$ cat config.mk
export PLATFORM = sky130hd
export DESIGN_NAME = dmem_arbiter
export DESIGN_NICKNAME = d
export VERILOG_FILES = /design/src/rtl/dmem_arbiter.sv
export SDC_FILE = /design/constraint.sdc
export NUM_CORES = 1
export LEC_CHECK = 0
export BUFFER_PORTS_ARGS = -buffer_cell sky130_fd_sc_hd__clkbuf_2
export CORE_AREA = 5 5 104 106
export CTS_CLUSTER_DIAMETER = 80
export DETAILED_ROUTE_END_ITERATION = 10
export DIE_AREA = 0 0 109 111
export SYNTH_ARGS = -nofsm -noshare
export SYNTH_HDL_FRONTEND = slang
export SYNTH_SLANG_ARGS = --single-unit
$ cat constraint.sdc
create_clock -name clk -period 4.34 [get_ports clk]
set_input_delay 0.868 -clock clk [delete_from_list [all_inputs] [get_ports clk]]
set_output_delay 0.868 -clock clk [all_outputs]
set_load 0.02 [all_outputs]
$ cat src/rtl/dmem_arbiter.sv
// dmem_arbiter: round-robin (or fixed CPU priority when DMEM_ARB_CPU_PRIORITY_EN is defined) sharing of one data memory between CPU and host ports
module dmem_arbiter #(
  parameter int ADDR_W = 5,
  parameter int DATA_W = 32
) (
  input  logic              clk,
  input  logic              reset,
  input  logic              cpu_req_valid,
  output logic              cpu_req_ready,
  input  logic              cpu_req_we,
  input  logic [31:0]       cpu_req_addr,
  input  logic [DATA_W-1:0] cpu_req_wdata,
  output logic              cpu_rsp_valid,
  output logic [DATA_W-1:0] cpu_rsp_rdata,
  output logic              cpu_rsp_err,
  input  logic              host_req_valid,
  output logic              host_req_ready,
  input  logic              host_req_we,
  input  logic [31:0]       host_req_addr,
  input  logic [DATA_W-1:0] host_req_wdata,
  output logic              host_rsp_valid,
  output logic [DATA_W-1:0] host_rsp_rdata,
  output logic              host_rsp_err,
  output logic              mem_en,
  output logic              mem_we,
  output logic [ADDR_W-1:0] mem_addr,
  output logic [DATA_W-1:0] mem_wdata,
  input  logic [DATA_W-1:0] mem_rdata
);
  logic last_grant;
  logic cpu_win, host_win, acc, hit, err, sel_we, rsp_live;
  logic [31:0] sel_addr;
  logic [DATA_W-1:0] sel_wdata, rsp_data;
  logic rsp_pend, rsp_owner, rsp_isread, rsp_err_q;
`ifdef DMEM_ARB_CPU_PRIORITY_EN
  assign cpu_win  = cpu_req_valid;
  assign host_win = host_req_valid && !cpu_req_valid;
`else
  // last_grant high means the host won last, so the CPU wins a tie
  assign cpu_win  = cpu_req_valid && (!host_req_valid || last_grant);
  assign host_win = host_req_valid && (!cpu_req_valid || !last_grant);
`endif
  assign cpu_req_ready  = cpu_win && !reset;
  assign host_req_ready = host_win && !reset;
  assign acc       = cpu_req_ready || host_req_ready;
  assign sel_we    = host_req_ready ? host_req_we : cpu_req_we;
  assign sel_addr  = host_req_ready ? host_req_addr : cpu_req_addr;
  assign sel_wdata = host_req_ready ? host_req_wdata : cpu_req_wdata;
  assign err       = (|sel_addr[1:0]) || (|sel_addr[31:ADDR_W+2]);
  assign hit       = acc && !err;
  assign mem_en    = hit;
  assign mem_we    = hit && sel_we;
  assign mem_addr  = hit ? sel_addr[ADDR_W+1:2] : '0;
  assign mem_wdata = hit ? sel_wdata : '0;
  always_ff @(posedge clk) begin
    if (reset) begin
      last_grant <= 1'b1;
      rsp_pend   <= 1'b0;
      rsp_owner  <= 1'b0;
      rsp_isread <= 1'b0;
      rsp_err_q  <= 1'b0;
    end else begin
      rsp_pend   <= acc;
      rsp_owner  <= host_req_ready;
      rsp_isread <= !sel_we;
      rsp_err_q  <= err;
      if (acc) last_grant <= host_req_ready;
    end
  end
  // a response pending across an asserted reset is dropped
  assign rsp_live       = rsp_pend && !reset;
  assign rsp_data       = (rsp_isread && !rsp_err_q) ? mem_rdata : '0;
  assign cpu_rsp_valid  = rsp_live && !rsp_owner;
  assign cpu_rsp_err    = cpu_rsp_valid && rsp_err_q;
  assign cpu_rsp_rdata  = cpu_rsp_valid ? rsp_data : '0;
  assign host_rsp_valid = rsp_live && rsp_owner;
  assign host_rsp_err   = host_rsp_valid && rsp_err_q;
  assign host_rsp_rdata = host_rsp_valid ? rsp_data : '0;
endmodule

## After elaboration in Yosys (flattened, before gate mapping)

Cells that the tools add are included.

- Reduce and logical (&&, ||, !) cells: 26
- Add/subtract/negate cells: 0
- Bitwise operators: 0
- Muxes and demuxes: 8
- Multipliers: 0
- Shift-type cells: 0
- Equality and inequality tests: 0
- Order comparisons: 0
- Div/mod/pow operators: 0

Operator list:

| operator | number |
|---|---|
| $mux 32 | 6 |
| $reduce_or 25->1 | 1 |
| $logic_and 1x1->1 | 12 |
| $logic_not 1->1 | 8 |
| $mux 5 | 1 |
| $logic_or 1x1->1 | 4 |
| $reduce_or 2->1 | 1 |
| $mux 1 | 1 |

- Input port bits: 166
- Register bits after elaboration: 5
- Memory bits (writable): 0
- Memories kept: 0
- Output and inout bits: 109
- Memory bits (read-only): 0
- Latch bits: 0
- Word-level logic and storage cells: 39

## Longest topological paths before layout

Gate-level depths: netlist of run 1.

- Word-level depth: 10
- Mapped depth: 7
- Gate-level depth less buffers: 5

## Worst setup path before layout of run 1

No wires, ideal clock.

- Path type: input-to-output
- From: input port host_req_addr[12]
- To: output port mem_addr[0]
- Buffers on the path: 2
- Required time: 3.472 ns
- Setup slack: 1.013 ns
- Cell stages on the path: 6
- Arrival time: 2.459 ns
- Path through: nor4_1 > nand4_1 > or4_1 > buf_2 > buf_6 > a221oi_2

- Cells in the longest elaborated chain, start to end: 6

Ends and longest elaborated chain:

| element | line | text |
|---|---|---|
| from (decl) | 19 | `input logic [31:0] host_req_addr,` |
| $mux 32 | 47 | `assign sel_addr = host_req_ready ? host_req_addr : cpu_req_addr;` |
| $reduce_or 25->1 | 49 | `assign err = (\|sel_addr[1:0]) \|\| (\|sel_addr[31:ADDR_W+2]);` |
| $logic_or 1x1->1 | 49 |  |
| $logic_not 1->1 | 50 | `assign hit = acc && !err;` |
| $logic_and 1x1->1 | 50 |  |
| $mux 5 | 53 | `assign mem_addr = hit ? sel_addr[ADDR_W+1:2] : '0;` |
| to (decl) | 26 | `output logic [ADDR_W-1:0] mem_addr,` |

No other way between the ends.

## Worst setup path in the final report of run 1

- From: input port cpu_req_addr[12]
- To: output port mem_wdata[10]

- Cells in the longest elaborated chain, start to end: 6

Ends and longest elaborated chain:

| element | line | text |
|---|---|---|
| from (decl) | 11 | `input logic [31:0] cpu_req_addr,` |
| $mux 32 | 47 |  |
| $reduce_or 25->1 | 49 |  |
| $logic_or 1x1->1 | 49 |  |
| $logic_not 1->1 | 50 |  |
| $logic_and 1x1->1 | 50 |  |
| $mux 32 | 54 | `assign mem_wdata = hit ? sel_wdata : '0;` |
| to (decl) | 27 | `output logic [DATA_W-1:0] mem_wdata,` |

No other way between the ends.

==> flow_metrics.tcl, run 1 <==
set metrics [dict create \
    status "finished clean" \
    post-route-util_pct 33.9 \
    final_antenna_net_count 0 \
    whs_path_depth 2 \
    die_h_um 111 \
    m1WireLength_um 3540 \
    grt_max_degree 65 \
    cts_tree "built" \
    netlist_instances 257 \
    muxShareOfSynthArea_pct 0 \
    power.density_nw_per_um2 91.3 \
    gp_congestion 0.891 \
    syn-num-nets 423 \
    fmax_mhz 262 \
    syn_avg_cell_area_um2 7.00 \
    synthSimpleGateAreaFrac_pct 50.1 \
    synth_most_common_cell "nand2_1" \
    yosys.area_share.adder_pct 0 \
    drv_cap 0 \
    worstHoldStart "last_grant" \
    ys_seq_area_share_pct 5.56 \
    synth_cell_type_count 24 \
    hold_end "last_grant" \
    ir_drop_v 0.0000658 \
    cts_buffer_depth 2 \
    p_leak_nw 1.96 \
    path_max_fanout 28 \
    io_buffers 274 \
    grt_pass1_wl_um 13900 \
    synth_top_family_by_area "simple AND/OR/NAND/NOR gates" \
    antenna_found_initial 1 \
    ys_ff_latch 5 \
    synthXorXnorAreaFrac_pct 0 \
    worstPathArrival_ns 2.94 \
    routedWlPerCell_um 15.0 \
    vias_per_cell 4.62 \
    slew_viol_final 0 \
    min_path_type "flop to flop" \
    post-route-min-period_ns 3.81 \
    ios 275 \
    numCtsBuffers 3 \
    ff2ff_path_depth 6 \
    drive_gt1_share_pct 65.4 \
    regToRegStartpoint "last_grant" \
    synthTopCellsByArea "a221oi_2 (32%), and3_1 (22%), nand2_1 (16%)" \
    path_clk_slew_ns 0.04 \
    insertion_delay_ns 0.22 \
    wl_met3_um 975 \
    fin_cells 642 \
    grt_pass1_vias 2866 \
    drt_wl_total_um 9640 \
    nFillCells 1056 \
    regToRegSetupSlack_ns 2.41 \
    drcViolationCount 0 \
    multi_input_area_um2 1510 \
    synth-edff-count 0 \
    yosysTopAreaCell "a221oi_2" \
    grt_overflow 0 \
    rsz0062_at_grt "false" \
    slew_headroom_pct 45.5 \
    fp-row-count 36 \
    yosysTopAreaCellShare_pct 31.7 \
    synth_area_um2 1800 \
    regArea_um2 100 \
    ys_top_cells_by_count "nand2_1 (79), and3_1 (64), a221oi_2 (38)" \
    dp.cells 638 \
    cts_root_buffer "clkbuf_8" \
    reg2reg_to "rsp_err_q" \
    crit_type "input pin to primary output" \
    ys_warn_count 0 \
    drtIter0Drc 186 \
    end_kind "primary output" \
    cts_setup_buffers 0 \
    die-area_um2 12100 \
    async_flop_share_pct 0 \
    wl_met2_um 5080 \
    dr.max_layer_used "met5" \
    required_ns 3.47 \
    grt_use_total_pct 14.0 \
    vias 2966 \
    fin_setup_tns_ns 0 \
    cts_htree_levels 1 \
    clock_sinks 5 \
    area_growth_pct 82.3 \
    startpoint_type "input pin" \
    skew_ns 0.00184 \
    firstDrtPassIters 4 \
    ctsHoldBuffers 0 \
    fp.coreArea_um2 9680 \
    place.detailed.hpwl_um 8420 \
    final_nets 676 \
    finalHoldViolCount 0 \
    ys.flop_type "dfxtp_1" \
    chipWidth_um 109 \
    initial_core_util_pct 18.6 \
    synth-compound-area-share_pct 32.7 \
    fin_crit_sh_pct 87.8 \
    ctsResizeCount 0 \
    antenna_cells 0 \
    max_slew.worst_pin.slew_ns 0.818 \
    setup_violations 0 \
]
layout make-up:
cell class | count | area share, %
repair buffers | 284 | 44.1
clock buffers | 4 | 1.37
flip-flops and latches | 5 | 3.05
inverters | 3 | 0.343
multi-input cells | 213 | 46.1
well taps | 133 | 5.07
cells by family after synthesis:
family / count (synthesis)
and+or+nand+nor: 172
AOI/OAI and AO/OA: 41
buffers and inverters: 39
DFF: 5
per-stage QoR:
step | setup slack, ns | hold slack, ns | power (mW) | area, um2
3_5_place_dp | 0.539 | 0.524 | 0.218 | 3240
2_1_floorplan | 1.01 | 0.482 | 0.119 | 1800
5_1_grt | 0.402 | 0.559 | 0.322 | 3280
4_1_cts | 0.533 | 0.534 | 0.303 | 3280
6_report | 0.528 | 0.533 | 0.299 | 3280
3_3_place_gp | 0.552 | 0.505 | 0.214 | 3240
power by group:
group / switching, mW / internal [mW]
registers: 0.00140 / 0.0492
logic: 0.0890 / 0.0762
clock network: 0.0207 / 0.0629
total: 0.111 / 0.188
worst max-delay path, cell delays in order:
cell and delay (ns):
clkbuf_2 0.08, nor4_1 0.38, nand4_1 0.13, or4_2 0.68
buf_4 0.30, a221oi_2 0.30, clkbuf_2 0.21
worst max path at each step:
stage	slack (ns)	startpoint	end
after CTS	0.53	cpu_req_addr[7]	mem_wdata[10]
after global placement	0.55	cpu_req_addr[7]	mem_addr[3]
after floorplan	1.01	host_req_addr[12]	mem_addr[0]
after global routing	0.40	cpu_req_addr[7]	mem_addr[1]
after detailed placement	0.54	cpu_req_addr[7]	mem_wdata[10]
final	0.53	cpu_req_addr[12]	mem_wdata[10]
state kept, by name, indices dropped and copies added (netlist names):
name        cells
rsp_pend        1
last_grant      1
rsp_isread      1
rsp_owner       1
rsp_err_q       1
layer usage:
metal / up-vias / GRT usage (%)
li1: 1462 / -
met1: 1333 / 15.6
met2: 165 / 27.8
met3: 4 / 2.74
met4: 2 / 1.09
met5: - / 0
cells in the final DEF (no fill, tap or decap):
cell | synthesis | routed
nor4_2 | 1 | 1
dfxtp_1 | 5 | 5
a221oi_2 | 38 | 38
and2_1 | 2 | 2
and3b_1 | 3 | 3
nand4_1 | 2 | 2
or4_2 | 0 | 2
nand2b_1 | 1 | 1
nand2_1 | 79 | 79
clkbuf_8 | 0 | 3
inv_1 | 2 | 2
clkbuf_1 | 25 | 1
nor3b_2 | 0 | 1
nor3b_1 | 2 | 1
o21bai_4 | 0 | 1
nand3b_2 | 1 | 1
buf_4 | 0 | 10
nor4_1 | 11 | 11
nor2b_1 | 2 | 1
and3_1 | 64 | 64
a21oi_1 | 1 | 1
or3_1 | 2 | 2
inv_2 | 1 | 1
nor2b_2 | 0 | 1
o21ai_0 | 1 | 1
clkbuf_2 | 0 | 274
No activity file was read; power rests on OpenSTA's default activity.
==> inputs of run 2 (changes only) <==
- CELL_PAD_IN_SITES_DETAIL_PLACEMENT: not set -> 1
- CELL_PAD_IN_SITES_GLOBAL_PLACEMENT: not set -> 1
- CORE_AREA: 5 5 104 106 -> not set
- CORE_MARGIN: not set -> 5
- CORE_UTILIZATION: not set -> 18
- DIE_AREA: 0 0 109 111 -> not set
- PLACE_DENSITY_LB_ADDON: not set -> 0.1
==> run 2 against run 1 <==
Compared with the run above: die area about the same; global-route usage increased by 2.1 points; critical path type unchanged; final area increased by 0.15%; combinational power hardly changed.
==> flow_metrics.tcl, run 2 (synthesis gave the netlist of run 1 again) <==
set metrics [dict create \
    ff2ff_path_depth 6 \
    initial_core_util_pct 18.4 \
    fin_crit_sh_pct 89.8 \
    reg2reg_to "rsp_err_q" \
    clock_sinks 5 \
    antenna_found_initial 0 \
    die_h_um 110 \
    place.detailed.hpwl_um 8980 \
    routedWlPerCell_um 16.7 \
    regToRegStartpoint "last_grant" \
    ctsResizeCount 0 \
    slew_headroom_pct 36.0 \
    vias 3019 \
    drt_wl_total_um 10700 \
    cts_setup_buffers 0 \
    worstHoldStart "last_grant" \
    ios 275 \
    ir_drop_v 0.0000848 \
    final_antenna_net_count 0 \
    drv_cap 0 \
    power.density_nw_per_um2 91.2 \
    max_slew.worst_pin.slew_ns 0.961 \
    antenna_cells 0 \
    finalPower_uw 300 \
    p_leak_nw 1.96 \
    status "finished clean" \
    path_max_fanout 34 \
    finalHoldViolCount 0 \
    startpoint_type "input pin" \
    place_area_um2 3240 \
    cts_buffer_depth 2 \
    area_growth_pct 82.6 \
    insertion_delay_ns 0.22 \
    gp_congestion 0.790 \
    slew_viol_final 0 \
    vias_per_cell 4.71 \
    grt_use_total_pct 16.1 \
    fmax_mhz 257 \
    startpoint "cpu_req_addr[11]" \
    required_ns 3.47 \
    ctsHoldBuffers 0 \
    fin_cells 641 \
    die-area_um2 12100 \
    timing.hold.ws_ns 0.542 \
    drtIter0Drc 192 \
    setup_violations 0 \
    whs_path_depth 2 \
    fp-row-count 36 \
    crit_type "input pin to primary output" \
    firstDrtPassIters 4 \
    grt_pass1_wl_um 15600 \
    grt_max_degree 65 \
    rsz0062_at_grt "false" \
    min_path_type "flop to flop" \
    drive_gt1_share_pct 65.4 \
    worstPathArrival_ns 3.03 \
    path_clk_slew_ns 0.03 \
    dp_slack_ns 0.416 \
    layout_common_cells "clkbuf_2 (274), nand2_1 (79), and3_1 (64)" \
    grt_pass1_vias 3163 \
    cts_root_buffer "clkbuf_8" \
    fin_area_um2 3290 \
    chipWidth_um 110 \
    cts_tree "built" \
    fin_setup_tns_ns 0 \
    dp.cells 637 \
    final_nets 675 \
    regToRegSetupSlack_ns 2.27 \
    end_kind "primary output" \
    grt_overflow 0 \
    skew_ns 0.000982 \
    drcViolationCount 0 \
    hold_end "last_grant" \
    io_buffers 274 \
    post-route-min-period_ns 3.90 \
    fp.coreArea_um2 9770 \
    cts_htree_levels 1 \
    numCtsBuffers 3 \
    setup_slack_ns 0.442 \
    final_common_cell "clkbuf_2" \
    post-route-util_pct 33.6 \
]
==> run 2: changes by cell type in the layout (fill, tap and decap cells not counted), sizes merged <==
cell,change
buf,-1
==> run 2: metal layers <==
layer / up-vias / track usage (%) / share of wire (%)
met4: 0 / 4.10 / 1.6
met1: 1386 / 16.1 / 34
li1: 1460 / - / -
met3: 12 / 5.30 / 12
met2: 161 / 31.7 / 53
met5: - / 0 / 0
==> run 2: critical path, stage by stage <==
cell      delay (ns)
clkbuf_2        0.08
nor4_1          0.28
nand4_1         0.13
or4_2           0.84
buf_12          0.26
a221oi_2        0.33
clkbuf_2        0.23
==> run 2: area by class of cell <==
cell class                      count  area (um2)
Fill cell                        1304        6490
Tap cell                          133         166
Sequential cell                     5         100
Timing Repair Buffer              283        1450
Multi-Input combinational cell    213        1510
Inverter                            3        11.3
Clock buffer                        4        45.0
==> run 2: power breakdown <==
group,internal (mW),switching (mW)
sequential,0.0492,0.00150
combinational,0.0760,0.0880
clock,0.0630,0.0218
==> run 2: worst max path at each step <==
stage                         to  depth (start not counted)  slack, ns
floorplan            mem_addr[0]                          6       1.01
global placement    mem_wdata[5]                          7       0.43
detailed placement  mem_wdata[5]                          7       0.42
CTS                 mem_wdata[5]                          7       0.41
global route        mem_wdata[5]                          7       0.31
finish              mem_wdata[5]                          7       0.44
